--- src/rtl/mem_port_arbiter_if.sv ---
// Requester and RAM-side signals of the memory port arbiter, bundled as one interface.
// Latency: none, wires only.
// Backpressure: req is held until the matching one-cycle ack. The RAM side has no stall.
interface mem_port_arbiter_if #(
    parameter int ADDRESS_SIZE = 11,
    parameter int WORD_SIZE    = 64
);
    // instruction fetch requester
    logic                    i_req;
    logic [ADDRESS_SIZE-1:0] i_addr;
    logic                    i_ack;
    logic [WORD_SIZE-1:0]    i_rdata;
    // data requester
    logic                    d_req;
    logic                    d_we;
    logic [ADDRESS_SIZE-1:0] d_addr;
    logic [WORD_SIZE-1:0]    d_wdata;
    logic                    d_ack;
    logic [WORD_SIZE-1:0]    d_rdata;
    // RAM side
    logic [ADDRESS_SIZE-1:0] mem_address;
    logic                    mem_isReading;
    logic [WORD_SIZE-1:0]    mem_dataIn;
    logic [WORD_SIZE-1:0]    mem_dataOut;
    logic                    busy;

    // arbiter side
    modport slave (
        input  i_req, i_addr, d_req, d_we, d_addr, d_wdata, mem_dataOut,
        output i_ack, i_rdata, d_ack, d_rdata, mem_address, mem_isReading, mem_dataIn, busy
    );

    // requesters plus RAM, as seen from outside the arbiter
    modport master (
        output i_req, i_addr, d_req, d_we, d_addr, d_wdata, mem_dataOut,
        input  i_ack, i_rdata, d_ack, d_rdata, mem_address, mem_isReading, mem_dataIn, busy
    );
endinterface

--- src/rtl/mem_port_arbiter.sv ---
// Round-robin arbiter that shares one single-port RAM between instruction fetch and data access.
// Latency: request in IDLE at cycle N gives an ack at N+MEM_LATENCY+1, i.e. one access per MEM_LATENCY+2 cycles.
// Backpressure: the losing or late requester keeps req high and waits for the next IDLE cycle.
module mem_port_arbiter #(
    parameter int ADDRESS_SIZE = 11,
    parameter int WORD_SIZE    = 64,
    parameter int MEM_LATENCY  = 1
) (
    input  logic                 clk,
    input  logic                 rst_n,
    mem_port_arbiter_if.slave    bus
);
    typedef enum logic [1:0] {IDLE = 2'd0, ACCESS = 2'd1, RESP = 2'd2} state_t;

    localparam logic       OWN_INSTR = 1'b0;
    localparam logic       OWN_DATA  = 1'b1;
    localparam logic [3:0] CNT_INIT  = 4'(MEM_LATENCY - 1);

    state_t                  state_q, state_d;
    logic [3:0]              cnt_q, cnt_d;
    logic                    owner_q, owner_d;
    logic                    last_grant_q, last_grant_d;
    logic [ADDRESS_SIZE-1:0] addr_q, addr_d;
    logic                    we_q, we_d;
    logic [WORD_SIZE-1:0]    wdata_q, wdata_d;
    logic [WORD_SIZE-1:0]    i_rdata_q, i_rdata_d;
    logic [WORD_SIZE-1:0]    d_rdata_q, d_rdata_d;

    logic                    pick_data;
    logic                    is_store;

    // Data wins when it is the only requester, or on a tie when instruction fetch went last.
    assign pick_data = bus.d_req && (!bus.i_req || (last_grant_q == OWN_INSTR));
    assign is_store  = (owner_q == OWN_DATA) && we_q;

    // State register plus latched request and result registers.
    always_ff @(posedge clk or negedge rst_n) begin
        if (!rst_n) begin
            state_q      <= IDLE;
            cnt_q        <= 4'd0;
            owner_q      <= OWN_INSTR;
            last_grant_q <= OWN_DATA;
            addr_q       <= '0;
            we_q         <= 1'b0;
            wdata_q      <= '0;
            i_rdata_q    <= '0;
            d_rdata_q    <= '0;
        end else begin
            state_q      <= state_d;
            cnt_q        <= cnt_d;
            owner_q      <= owner_d;
            last_grant_q <= last_grant_d;
            addr_q       <= addr_d;
            we_q         <= we_d;
            wdata_q      <= wdata_d;
            i_rdata_q    <= i_rdata_d;
            d_rdata_q    <= d_rdata_d;
        end
    end

    // Next state: grant in IDLE, count down the hold time in ACCESS, capture the result on leaving ACCESS.
    always_comb begin
        state_d      = state_q;
        cnt_d        = cnt_q;
        owner_d      = owner_q;
        last_grant_d = last_grant_q;
        addr_d       = addr_q;
        we_d         = we_q;
        wdata_d      = wdata_q;
        i_rdata_d    = i_rdata_q;
        d_rdata_d    = d_rdata_q;
        unique case (state_q)
            IDLE: begin
                if (bus.i_req || bus.d_req) begin
                    state_d      = ACCESS;
                    cnt_d        = CNT_INIT;
                    owner_d      = pick_data ? OWN_DATA : OWN_INSTR;
                    last_grant_d = pick_data ? OWN_DATA : OWN_INSTR;
                    addr_d       = pick_data ? bus.d_addr : bus.i_addr;
                    we_d         = pick_data && bus.d_we;
                    wdata_d      = pick_data ? bus.d_wdata : '0;
                end
            end
            ACCESS: begin
                if (cnt_q != 4'd0) begin
                    cnt_d = cnt_q - 4'd1;
                end else begin
                    state_d = RESP;
                    if (owner_q == OWN_DATA) begin
                        d_rdata_d = is_store ? '0 : bus.mem_dataOut;
                    end else begin
                        i_rdata_d = bus.mem_dataOut;
                    end
                end
            end
            RESP: begin
                state_d = IDLE;
            end
            default: begin
                state_d = IDLE;
            end
        endcase
    end

    // Outputs decoded from state, so a reset drops a pending write strobe without waiting for a clock.
    always_comb begin
        bus.i_ack         = 1'b0;
        bus.d_ack         = 1'b0;
        bus.mem_address   = '0;
        bus.mem_isReading = 1'b1;
        bus.mem_dataIn    = '0;
        bus.busy          = 1'b0;
        unique case (state_q)
            ACCESS: begin
                bus.mem_address   = addr_q;
                bus.mem_dataIn    = wdata_q;
                bus.mem_isReading = !is_store;
                bus.busy          = 1'b1;
            end
            RESP: begin
                bus.i_ack = (owner_q == OWN_INSTR);
                bus.d_ack = (owner_q == OWN_DATA);
                bus.busy  = 1'b1;
            end
            default: begin
            end
        endcase
    end

    assign bus.i_rdata = i_rdata_q;
    assign bus.d_rdata = d_rdata_q;
endmodule

--- src/flat_wrapper.sv ---
// flat-port wrapper written by rule: the top's interface ports become plain ports
module mem_port_arbiter_flat 
#(
    parameter int ADDRESS_SIZE = 11,
    parameter int WORD_SIZE    = 64,
    parameter int MEM_LATENCY  = 1
)
  (clk, rst_n, bus_i_req, bus_i_addr, bus_d_req, bus_d_we, bus_d_addr, bus_d_wdata, bus_mem_dataOut, bus_i_ack, bus_i_rdata, bus_d_ack, bus_d_rdata, bus_mem_address, bus_mem_isReading, bus_mem_dataIn, bus_busy);
  mem_port_arbiter_if #(.ADDRESS_SIZE(ADDRESS_SIZE), .WORD_SIZE(WORD_SIZE)) bus_i ();
  input  logic clk;
  input  logic rst_n;
  input wire logic [$bits(bus_i.i_req)-1:0] bus_i_req;
  input wire logic [$bits(bus_i.i_addr)-1:0] bus_i_addr;
  input wire logic [$bits(bus_i.d_req)-1:0] bus_d_req;
  input wire logic [$bits(bus_i.d_we)-1:0] bus_d_we;
  input wire logic [$bits(bus_i.d_addr)-1:0] bus_d_addr;
  input wire logic [$bits(bus_i.d_wdata)-1:0] bus_d_wdata;
  input wire logic [$bits(bus_i.mem_dataOut)-1:0] bus_mem_dataOut;
  output wire logic [$bits(bus_i.i_ack)-1:0] bus_i_ack;
  output wire logic [$bits(bus_i.i_rdata)-1:0] bus_i_rdata;
  output wire logic [$bits(bus_i.d_ack)-1:0] bus_d_ack;
  output wire logic [$bits(bus_i.d_rdata)-1:0] bus_d_rdata;
  output wire logic [$bits(bus_i.mem_address)-1:0] bus_mem_address;
  output wire logic [$bits(bus_i.mem_isReading)-1:0] bus_mem_isReading;
  output wire logic [$bits(bus_i.mem_dataIn)-1:0] bus_mem_dataIn;
  output wire logic [$bits(bus_i.busy)-1:0] bus_busy;
  assign bus_i.i_req = bus_i_req;
  assign bus_i.i_addr = bus_i_addr;
  assign bus_i.d_req = bus_d_req;
  assign bus_i.d_we = bus_d_we;
  assign bus_i.d_addr = bus_d_addr;
  assign bus_i.d_wdata = bus_d_wdata;
  assign bus_i.mem_dataOut = bus_mem_dataOut;
  assign bus_i_ack = bus_i.i_ack;
  assign bus_i_rdata = bus_i.i_rdata;
  assign bus_d_ack = bus_i.d_ack;
  assign bus_d_rdata = bus_i.d_rdata;
  assign bus_mem_address = bus_i.mem_address;
  assign bus_mem_isReading = bus_i.mem_isReading;
  assign bus_mem_dataIn = bus_i.mem_dataIn;
  assign bus_busy = bus_i.busy;
  mem_port_arbiter #(.ADDRESS_SIZE(ADDRESS_SIZE), .WORD_SIZE(WORD_SIZE), .MEM_LATENCY(MEM_LATENCY)) u_core (.clk(clk), .rst_n(rst_n), .bus(bus_i));
endmodule
--- config.mk ---
export PLATFORM = sky130hd
export DESIGN_NAME = mem_port_arbiter_flat
export DESIGN_NICKNAME = d
export VERILOG_FILES = /design/src/rtl/mem_port_arbiter_if.sv /design/src/rtl/mem_port_arbiter.sv /design/src/flat_wrapper.sv
export SDC_FILE = /design/constraint.sdc
export NUM_CORES = 1
export LEC_CHECK = 0
export ABC_CLOCK_PERIOD_IN_PS = 3800
export CORE_MARGIN = 2
export CORE_UTILIZATION = 48
export CTS_CLUSTER_SIZE = 8
export DETAILED_ROUTE_END_ITERATION = 8
export GPL_TIMING_DRIVEN = 0
export PLACE_DENSITY = 0.87
export REMOVE_ABC_BUFFERS = 1
export SLEW_MARGIN = 20
export SYNTH_ARGS = -nofsm -noshare
export SYNTH_HDL_FRONTEND = slang
export SYNTH_SLANG_ARGS = --single-unit
export TNS_END_PERCENT = 30
--- constraint.sdc ---
create_clock -name clk -period 3.8 [get_ports clk]
set_clock_uncertainty 0.1 [all_clocks]
set_input_delay 0.38 -clock clk [delete_from_list [all_inputs] [get_ports clk]]
set_output_delay 0.38 -clock clk [all_outputs]
set_load 0.01 [all_outputs]
==> results.yml, run 1 <==
status:
  status: "finished, final reports clean"
clock_network:
  h-tree-depth: 1
  cts_buffers: 30
  clk_pin_slew_ns: 0.05
  insertion_delay_ns: 0.52
  cts_tree: "yes"
  clockBufferDepth: 3
  cts_setup_buffers: 0
  cts_sinks: 212
  cts_root_buf: "clkbuf_16"
floorplan:
  rows: 50
  start_util_pct: 49.3
  ios: 362
  die_area_mm2: 0.0205
  die_w_um: 143
  die_y_um: 143
  core_mm2: 0.0189
global_route:
  antenna_found_initial: 0
  grt_pass1_vias: 7136
  grt-ovfl-total: 0
  gr-usage-all-layers_pct: 25.1
  grt_pass1_wl_um: 40000
  grt_max_degree: 96
timing:
  max_freq_ghz: 0.327
  fin_crit_sh_pct: 80.6
  tightest_slew_ns: 0.827
  fin_crit_ns: 3.06
  hold_viol: 0
  hold_slack_ns: 0.204
  drv_slew: 0
  rsz0062_at_grt: "no"
  setup_viol: 0
  relSlewSlack_pct: 44.5
logic_synthesis:
  netlist_instances: 666
  synth_compound_gate_area_share_pct: 7.71
  synth_top_area_cell: "dfrtp_1"
  synthSimpleGateAreaFrac_pct: 11.1
  synth_adder_area_share_pct: 0.806
  synth_top_area_share_pct: 56.7
  synth_top_family_by_area: "multiplexers"
  async_flop_share_pct: 100
  synth-edff-count: 0
  seq_area_frac_synth_pct: 57.0
  synth-xor-area-share_pct: 0
  synth_seq_cells: 212
  synthTopCellsByArea: "dfrtp_1 (57%), mux2_4 (10%), mux2_2 (8.2%)"
  synth.mux.area_fraction_pct: 19.4
  yosys_warnings: 0
  ys_types: 41
  synth_area_mm2: 0.00931
  syn_avg_cell_area_um2: 14.0
  synth_ff_type: "dfrtp_1"
cells_and_area:
  register_area_mm2: 0.00531
  layout_commonest_cell: "clkdlybuf4s50_1"
  multi_input_area_mm2: 0.00367
  areaGrowthSynthToFinish_pct: 51.1
  antenna_cells: 0
  final-instance-count-excl-fill: 1296
  fill_cells: 1178
  nets: 1184
  layout-drive-gt1-share_pct: 18.1
  finalInstanceArea_mm2: 0.0141
  final_cell_mix: "clkdlybuf4s50_1 (360), dfrtp_1 (210), and2_1 (76)"
critical_path:
  timing.rr.start: "u_core.state_q[1]"
  crit_fanout: 83
  cp_cell_sequence: "inv_1, ha_4, and4bb_4, nor2b_4, buf_12, mux2_2"
  critPathLaunchType: "register"
  critPathMaxStageDelay_ns: 0.63
  r2r_cells: 6
  crit_arrival_ns: 3.36
  cp-end-kind: "register"
  cpMaxStageDelayCell: "nor2b_4"
  crit_type: "reg -> reg"
  r2r_end: "u_core.bus.i_rdata[0]"
  required_ns: 4.10
  r2r_slack_ns: 0.74
flow_run:
  cap_violations: 0
place:
  numPortBuffers: 361
  dp.cells: 1250
  dp_hpwl_um: 18400
  gp_congestion: 0.802
  placed_area_mm2: 0.0132
routing:
  route.detailed.drc: 0
  via_per_inst: 5.16
  routedWlPerCell_um: 20.3
  routed_wl_um: 26300
  drtAntennaViolNets: 0
  drt-pass1-iter-count: 5
  first_iter_violations: 231
  vias: 6681
power_and_ir_drop:
  powerDensity_mw_per_mm2: 871
  vdd_drop_max_mv: 0.477
  p_leak_uw: 0.00611
  finalPower_uw: 12200
hold_path:
  hp-class: "in -> async"
## how the worst max path moves through the flow
stage          slack [ns]  cells past startpoint         startpoint                endpoint
6_report             0.74                      6  u_core.state_q[1]   u_core.bus.i_rdata[0]
2_1_floorplan       -0.29                      5  u_core.state_q[1]   u_core.bus.i_rdata[0]
4_1_cts              0.71                      6  u_core.state_q[1]   u_core.bus.i_rdata[0]
5_1_grt              0.54                      6  u_core.state_q[1]   u_core.bus.i_rdata[0]
3_5_place_dp         0.71                      6  u_core.state_q[1]   u_core.bus.i_rdata[0]
3_3_place_gp        -6.68                      1              rst_n  u_core.bus.d_rdata[18]
## per-layer routing
layer / vias up / GRT usage, % / wire length (µm)
met1: 3323 / 28.0 / 9650
met4: 0 / 7.64 / 618
met3: 42 / 8.26 / 2440
met5: - / 0 / 0
li1: 3023 / - / -
met2: 293 / 45.5 / 13600
## sequential cells by signal (all words and copies together), names as in the netlist
| signal | cells |
|---|---|
| u_core.bus.d_rdata | 64 |
| u_core.wdata_q | 64 |
| u_core.we_q | 1 |
| u_core.cnt_q | 4 |
| u_core.last_grant_q | 1 |
| u_core.owner_q | 1 |
| u_core.bus.i_rdata | 64 |
| u_core.addr_q | 11 |
| u_core.state_q | 2 |
## critical path: cells and delay by family (launching register included)
family                     cells  cell delay (ns)
adders and majority gates      1             0.62
buffers and inverters          2             0.44
DFF                            1             0.39
muxes                          1             0.35
and+or+nand+nor                2             1.03
## where the power goes
| group | internal [µW] | leakage [µW] | total (µW) | switching, µW |
|---|---|---|---|---|
| combinational | 3420 | 0.00309 | 5700 | 2280 |
| sequential | 3410 | 0.00260 | 4100 | 692 |
| clock | 1530 | 0.000412 | 2450 | 916 |
| total | 8360 | 0.00611 | 12200 | 3890 |
## cell families (layout without fill, tap and decap cells)
family / Yosys count / count (layout)
AOI/OAI and AO/OA: 89 / 89
DFF: 212 / 212
adders and majority gates: 6 / 6
buffers and inverters: 52 / 422
and+or+nand+nor: 166 / 166
muxes: 141 / 141
## metrics by stage
stage	util [%]	setup TNS, ns	setup slack, ns
2_1_floorplan	-	-15.40	-0.293
3_3_place_gp	68.3	-1742.99	-6.68
6_report	74.5	0	0.739
3_5_place_dp	69.9	0	0.707
5_1_grt	74.5	0	0.539
4_1_cts	74.5	0	0.705
## cell usage after synthesis (2+ instances only)
cell type and n:
buf_2 10, and2_1 77, mux2_2 68, nor2_1 2, nand2_1 11, dfrtp_1 211
buf_6 4, clkbuf_8 3, inv_1 5, clkbuf_1 22, mux2_4 62, a21o_1 3
o21ai_0 13, a22o_1 65, nor2b_1 64, mux2i_1 11, buf_12 6, ha_1 6
## cell type report
type                       instances  area share [%]
inverter                           5           0.133
timing repair buffer             372            27.6
clock buffer                      44            5.86
multi-input combinational        402            26.1
clock inverter                     1           0.213
tap                              260            2.31
sequential                       212            37.7
## repair_timing
| action | CTS | global route |
|---|---|---|
| hold endpoints to repair | 32 | 0 |
| hold buffers | 1 | 0 |
| resized for setup | 0 | 0 |
No activity file was read; power rests on OpenSTA's default activity.
==> inputs of run 2 (changes only) <==
- ABC_CLOCK_PERIOD_IN_PS: 3800 -> 3020
- CORE_UTILIZATION: 48 -> 44
- PLACE_DENSITY: 0.87 -> 0.81
- clock period: 3.8 -> 3.02 ns (I/O delays scaled with it)
==> run 2 against run 1 <==
Maximum frequency is 9.6% higher. Core utilization is 6.7 points lower. Critical path type unchanged. Largest power group unchanged. Worst setup slack worse by 0.51 ns. Non-clock buffer count is 4 higher. Sequential power is 25% higher. First-iteration DRC count is 29% higher. Via count is 1.1% higher. Hold slack worse by 0.082 ns.
==> results.yml, run 2 (synthesis results as in run 1) <==
place:
  gp_congestion: 0.789
  placed_area_mm2: 0.0132
  place_ws_ns: -0.460
  numPortBuffers: 361
  dp_hpwl_um: 17700
routing:
  drtAntennaViolNets: 0
  drt-pass1-iter-count: 7
  routed_wl_um: 26100
  routedWlPerCell_um: 19.8
  via_per_inst: 5.13
  vias: 6755
  route.detailed.drc: 0
  first_iter_violations: 299
timing:
  rsz0062_at_grt: "no"
  relSlewSlack_pct: 43.7
  fin_ws_ns: 0.227
  max_freq_ghz: 0.358
  drv_slew: 0
  setup_viol: 0
  fin_crit_sh_pct: 92.5
  hold_viol: 0
  fin_crit_ns: 2.79
  tightest_slew_ns: 0.839
critical_path:
  crit_arrival_ns: 3.10
  cp.buffers_inverters: 5
  crit_type: "reg -> reg"
  crit_fanout: 23
  critPathLaunchType: "register"
  cp-end-kind: "register"
  required_ns: 3.32
  cp_top_family: "buffers and inverters"
  cp_cell_sequence: "inv_1, ha_4, and4bb_4, nor2b_4, buf_16, buf_12, buf_16, buf_16, mux2_2"
  critPathMaxStageDelay_ns: 0.39
  cpMaxStageDelayCell: "dfrtp_1"
  crit_top_cell: "buf_16"
clock_network:
  clk_pin_slew_ns: 0.05
  insertion_delay_ns: 0.52
  cts_buffers: 30
  clockBufferDepth: 3
  cts_tree: "yes"
  cts_root_buf: "clkbuf_16"
  cts_repair_resize_count: 0
  cts_sinks: 212
  h-tree-depth: 1
floorplan:
  die_w_um: 149
  die_area_mm2: 0.0223
  die_y_um: 149
  ios: 362
  rows: 53
  start_util_pct: 44.6
  core_mm2: 0.0209
cells_and_area:
  areaGrowthSynthToFinish_pct: 51.9
  antenna_cells: 0
  multi_input_area_mm2: 0.00367
  final_cell_mix: "clkdlybuf4s50_1 (360), dfrtp_1 (210), and2_1 (76)"
  layout-drive-gt1-share_pct: 18.5
  layout_commonest_cell: "clkdlybuf4s50_1"
  register_area_mm2: 0.00531
  fill_cells: 1517
  nets: 1188
  finalInstanceArea_mm2: 0.0141
global_route:
  grt_pass1_vias: 7105
  grt-ovfl-total: 0
  grt_pass1_wl_um: 39700
  gr-usage-all-layers_pct: 22.6
  grt_max_degree: 99
  antenna_found_initial: 0
power_and_ir_drop:
  vdd_drop_max_mv: 0.514
  p_leak_uw: 0.00614
  powerDensity_mw_per_mm2: 1090
hold_path:
  hp-class: "in -> async"
status:
  status: "finished, final reports clean"
flow_run:
  cap_violations: 0
## run 2: cell types whose count changed in the layout (fill, tap and decap cells not counted), sizes merged
cell / previous run / this run
bufinv: 1 / 0
clkbuf: 44 / 46
buf: 11 / 15
## run 2: repair_timing
action,in CTS,in global routing
pin swaps,0,0
hold buffers,1,0
setup buffers,2,1
endpoints found under the setup margin,46,15
hold endpoints to repair,211,0
## run 2: final cells by class
type                            count  share of cell area [%]
Sequential cell                   212                    37.5
Clock buffer                       46                    6.02
Timing Repair Buffer              376                    27.9
Inverter                            5                   0.133
Tap cell                          275                    2.43
Multi-Input combinational cell    402                    25.9
## run 2: worst paths after layout
| kind | start | to | slack [ns] | depth (start not counted) |
|---|---|---|---|---|
| max in group asynchronous | rst_n | u_core.we_q | 1.91 | 3 |
| hold reg to reg | u_core.addr_q[10] | u_core.addr_q[10] | 0.37 | 2 |
| setup / recovery | u_core.state_q[1] | u_core.bus.i_rdata[1] | 0.23 | 9 |
| hold / removal | rst_n | u_core.bus.i_rdata[53] | 0.12 | 2 |
| min in group clk | bus_d_wdata[56] | u_core.wdata_q[56] | 0.27 | 2 |
| setup reg to reg | u_core.state_q[1] | u_core.bus.i_rdata[1] | 0.23 | 9 |
## run 2: through the flow
stage	power (µW)	instances	hold slack, ns	setup TNS, ns	util [%]
after floorplan	8500	619	-0.0936	-133.98	-
after global placement	11900	1255	0.355	-2121.99	61.8
after detailed placement	12300	1266	0.0717	-10.80	63.4
after CTS	15500	1315	0.109	0	67.7
after global routing	16300	1316	0.118	0	67.7
final	15400	1316	0.122	0	67.7
## run 2: routing by layer
layer / track usage [%] / up-vias / wire length, µm
met3: 6.86 / 52 / 2440
met5: 0 / - / 0
met4: 8.14 / 0 / 788
li1: - / 3037 / -
met2: 38.6 / 315 / 12800
met1: 26.9 / 3351 / 10100
## run 2: power by group
part	total [µW]	switching (µW)	internal, µW
Clock	3040	1150	1890
Combinational	7270	2910	4360
Sequential	5120	831	4290
## run 2: worst reg2reg max path, cell delays in order, from the launching register on
cell	delay (ns)
dfrtp_1	0.39
inv_1	0.16
ha_4	0.34
and4bb_4	0.34
nor2b_4	0.21
buf_16	0.18
buf_12	0.21
buf_16	0.19
buf_16	0.20
mux2_2	0.36
==> inputs of run 3 (changes only) <==
- ABC_CLOCK_PERIOD_IN_PS: 3020 -> 2300
- CORE_UTILIZATION: 44 -> 40
- PLACE_DENSITY: 0.81 -> 0.77
- clock period: 3.02 -> 2.3 ns (I/O delays scaled with it)
==> run 3 against run 2 <==
Clock-buffer cell count decreased by 2. Routed wire length increased by 1.3%. Die area increased by 9.7%. Via count decreased by 0.62%.
==> results.yml, run 3 (synthesis results as in run 1) <==
cells_and_area:
  post-route-util_pct: 62.9
  final_cell_mix: "clkdlybuf4s50_1 (283), dfrtp_1 (209), and2_1 (75)"
  finalInstanceArea_mm2: 0.0143
  layout_commonest_cell: "clkdlybuf4s50_1"
  areaGrowthSynthToFinish_pct: 53.8
  layout-drive-gt1-share_pct: 20.1
  fill_cells: 1776
  nets: 1198
timing:
  hold_viol: 0
  fin_crit_ns: 2.28
  rsz0062_at_grt: "yes"
  fin_crit_sh_pct: 99.1
  tightest_slew_ns: 0.851
  hold_slack_ns: 0.123
  relSlewSlack_pct: 42.9
  tns_ns: 0
  setup_viol: 0
  drv_slew: 0
  max_freq_ghz: 0.439
routing:
  route.detailed.drc: 0
  routedWlPerCell_um: 19.4
  first_iter_violations: 231
  drt-pass1-iter-count: 4
  vias: 6713
  routed_wl_um: 26400
  drtAntennaViolNets: 0
  via_per_inst: 4.92
floorplan:
  ios: 362
  die_y_um: 157
  start_util_pct: 40.9
  core_mm2: 0.0228
  rows: 55
  die_w_um: 157
  die_area_mm2: 0.0245
power_and_ir_drop:
  vdd_drop_max_mv: 0.616
  finalPower_uw: 20400
  clockPowerShare_pct: 19.8
  p_leak_uw: 0.00653
  switchingPower_uw: 6460
  p_int_uw: 13900
  p_sw_share_pct: 31.7
  power.share.sequential_pct: 32.9
  comb_power_share_pct: 47.2
  powerDensity_mw_per_mm2: 1420
status:
  status: "finished, final reports clean"
critical_path:
  required_ns: 2.61
  critPathLaunchType: "register"
  cp_cell_sequence: "inv_2, ha_4, buf_12, and4bb_4, nor2b_4, buf_12, buf_16, buf_16, mux2_2"
  critPathMaxStageDelay_ns: 0.40
  r2r_cells: 9
  crit_type: "reg -> reg"
  crit_end: "u_core.bus.i_rdata[1]"
  crit_fanout: 23
  startpoint: "u_core.state_q[1]"
  crit_arrival_ns: 2.59
  cp_top_family: "buffers and inverters"
  r2r_slack_ns: 0.02
  cp.depth: 9
  cp-end-kind: "register"
  cp.buffers_inverters: 5
  cpMaxStageDelayCell: "dfrtp_1"
  r2r_end: "u_core.bus.i_rdata[1]"
  timing.rr.start: "u_core.state_q[1]"
clock_network:
  clockBufferDepth: 3
  clk_pin_slew_ns: 0.05
  cts_sinks: 212
  cts_buffers: 30
  h-tree-depth: 1
  cts_tree: "yes"
  cts_root_buf: "clkbuf_16"
  insertion_delay_ns: 0.53
place:
  gp_congestion: 0.744
  placed_area_mm2: 0.0134
  dp_hpwl_um: 18200
  numPortBuffers: 361
global_route:
  grt_max_degree: 86
  grt_pass1_wl_um: 39600
  antenna_found_initial: 1
  grt_pass1_vias: 7075
  gr-usage-all-layers_pct: 20.6
  grt-ovfl-total: 0
flow_run:
  cap_violations: 0
hold_path:
  hp-class: "in -> async"
[run 3: layout make-up]
| type | count | area, µm² | share of cell area [%] |
|---|---|---|---|
| Multi-Input combinational cell | 402 | 3690 | 25.8 |
| Antenna cell | 1 | 2.50 | 0.0175 |
| Inverter | 5 | 18.8 | 0.131 |
| Tap cell | 313 | 392 | 2.73 |
| Sequential cell | 212 | 5310 | 37.1 |
| Clock buffer | 44 | 825 | 5.76 |
| Timing Repair Buffer | 386 | 4060 | 28.3 |
| Clock inverter | 1 | 30.0 | 0.210 |
[run 3: power groups by stage]
stage	sequential, µW	clock [µW]	combinational, µW
floorplan	7120	0	4040
global placement	6720	0	8770
detailed placement	6700	0	9560
CTS	6690	4150	9510
global route	6910	4300	10300
finish	6710	4040	9620
[run 3: worst min-delay path by stage]
stage / from / end / slack [ns] / depth (start not counted)
floorplan: rst_n / u_core.addr_q[0] / -0.17 / 0
global route: rst_n / u_core.bus.i_rdata[5] / 0.17 / 2
finish: rst_n / u_core.bus.d_rdata[29] / 0.12 / 2
detailed placement: rst_n / u_core.bus.d_rdata[29] / 0.09 / 1
global placement: u_core.addr_q[6] / u_core.addr_q[6] / 0.36 / 2
CTS: rst_n / u_core.bus.d_rdata[29] / 0.12 / 2
[run 3: stage by stage]
step	setup slack, ns	cells
floorplan	-1.79	619
global placement	-8.37	1293
detailed placement	-0.972	1306
CTS	-0.171	1359
global route	-0.0411	1364
finish	0.0203	1364
[run 3: repair_timing]
item	in CTS	in global routing
pin swaps	0	0
hold buffers	1	0
setup endpoints to repair	204	47
setup buffers	8	2
cloned	0	2
gates resized for setup	78	40
endpoints found under the hold margin	147	0
[run 3: worst register-to-register path, stage by stage (launching register included)]
cell and delay [ns]:
dfrtp_1 0.40, inv_2 0.09, ha_4 0.16, buf_12 0.14, and4bb_4 0.25, nor2b_4 0.17, buf_12 0.12, buf_16 0.15
buf_16 0.21, mux2_2 0.39
[run 3: metal layers]
metal	global-route usage (%)	wire, µm
met1	24.3	10400
met2	35.3	12900
met3	7.53	2590
met4	5.68	561
met5	0	0
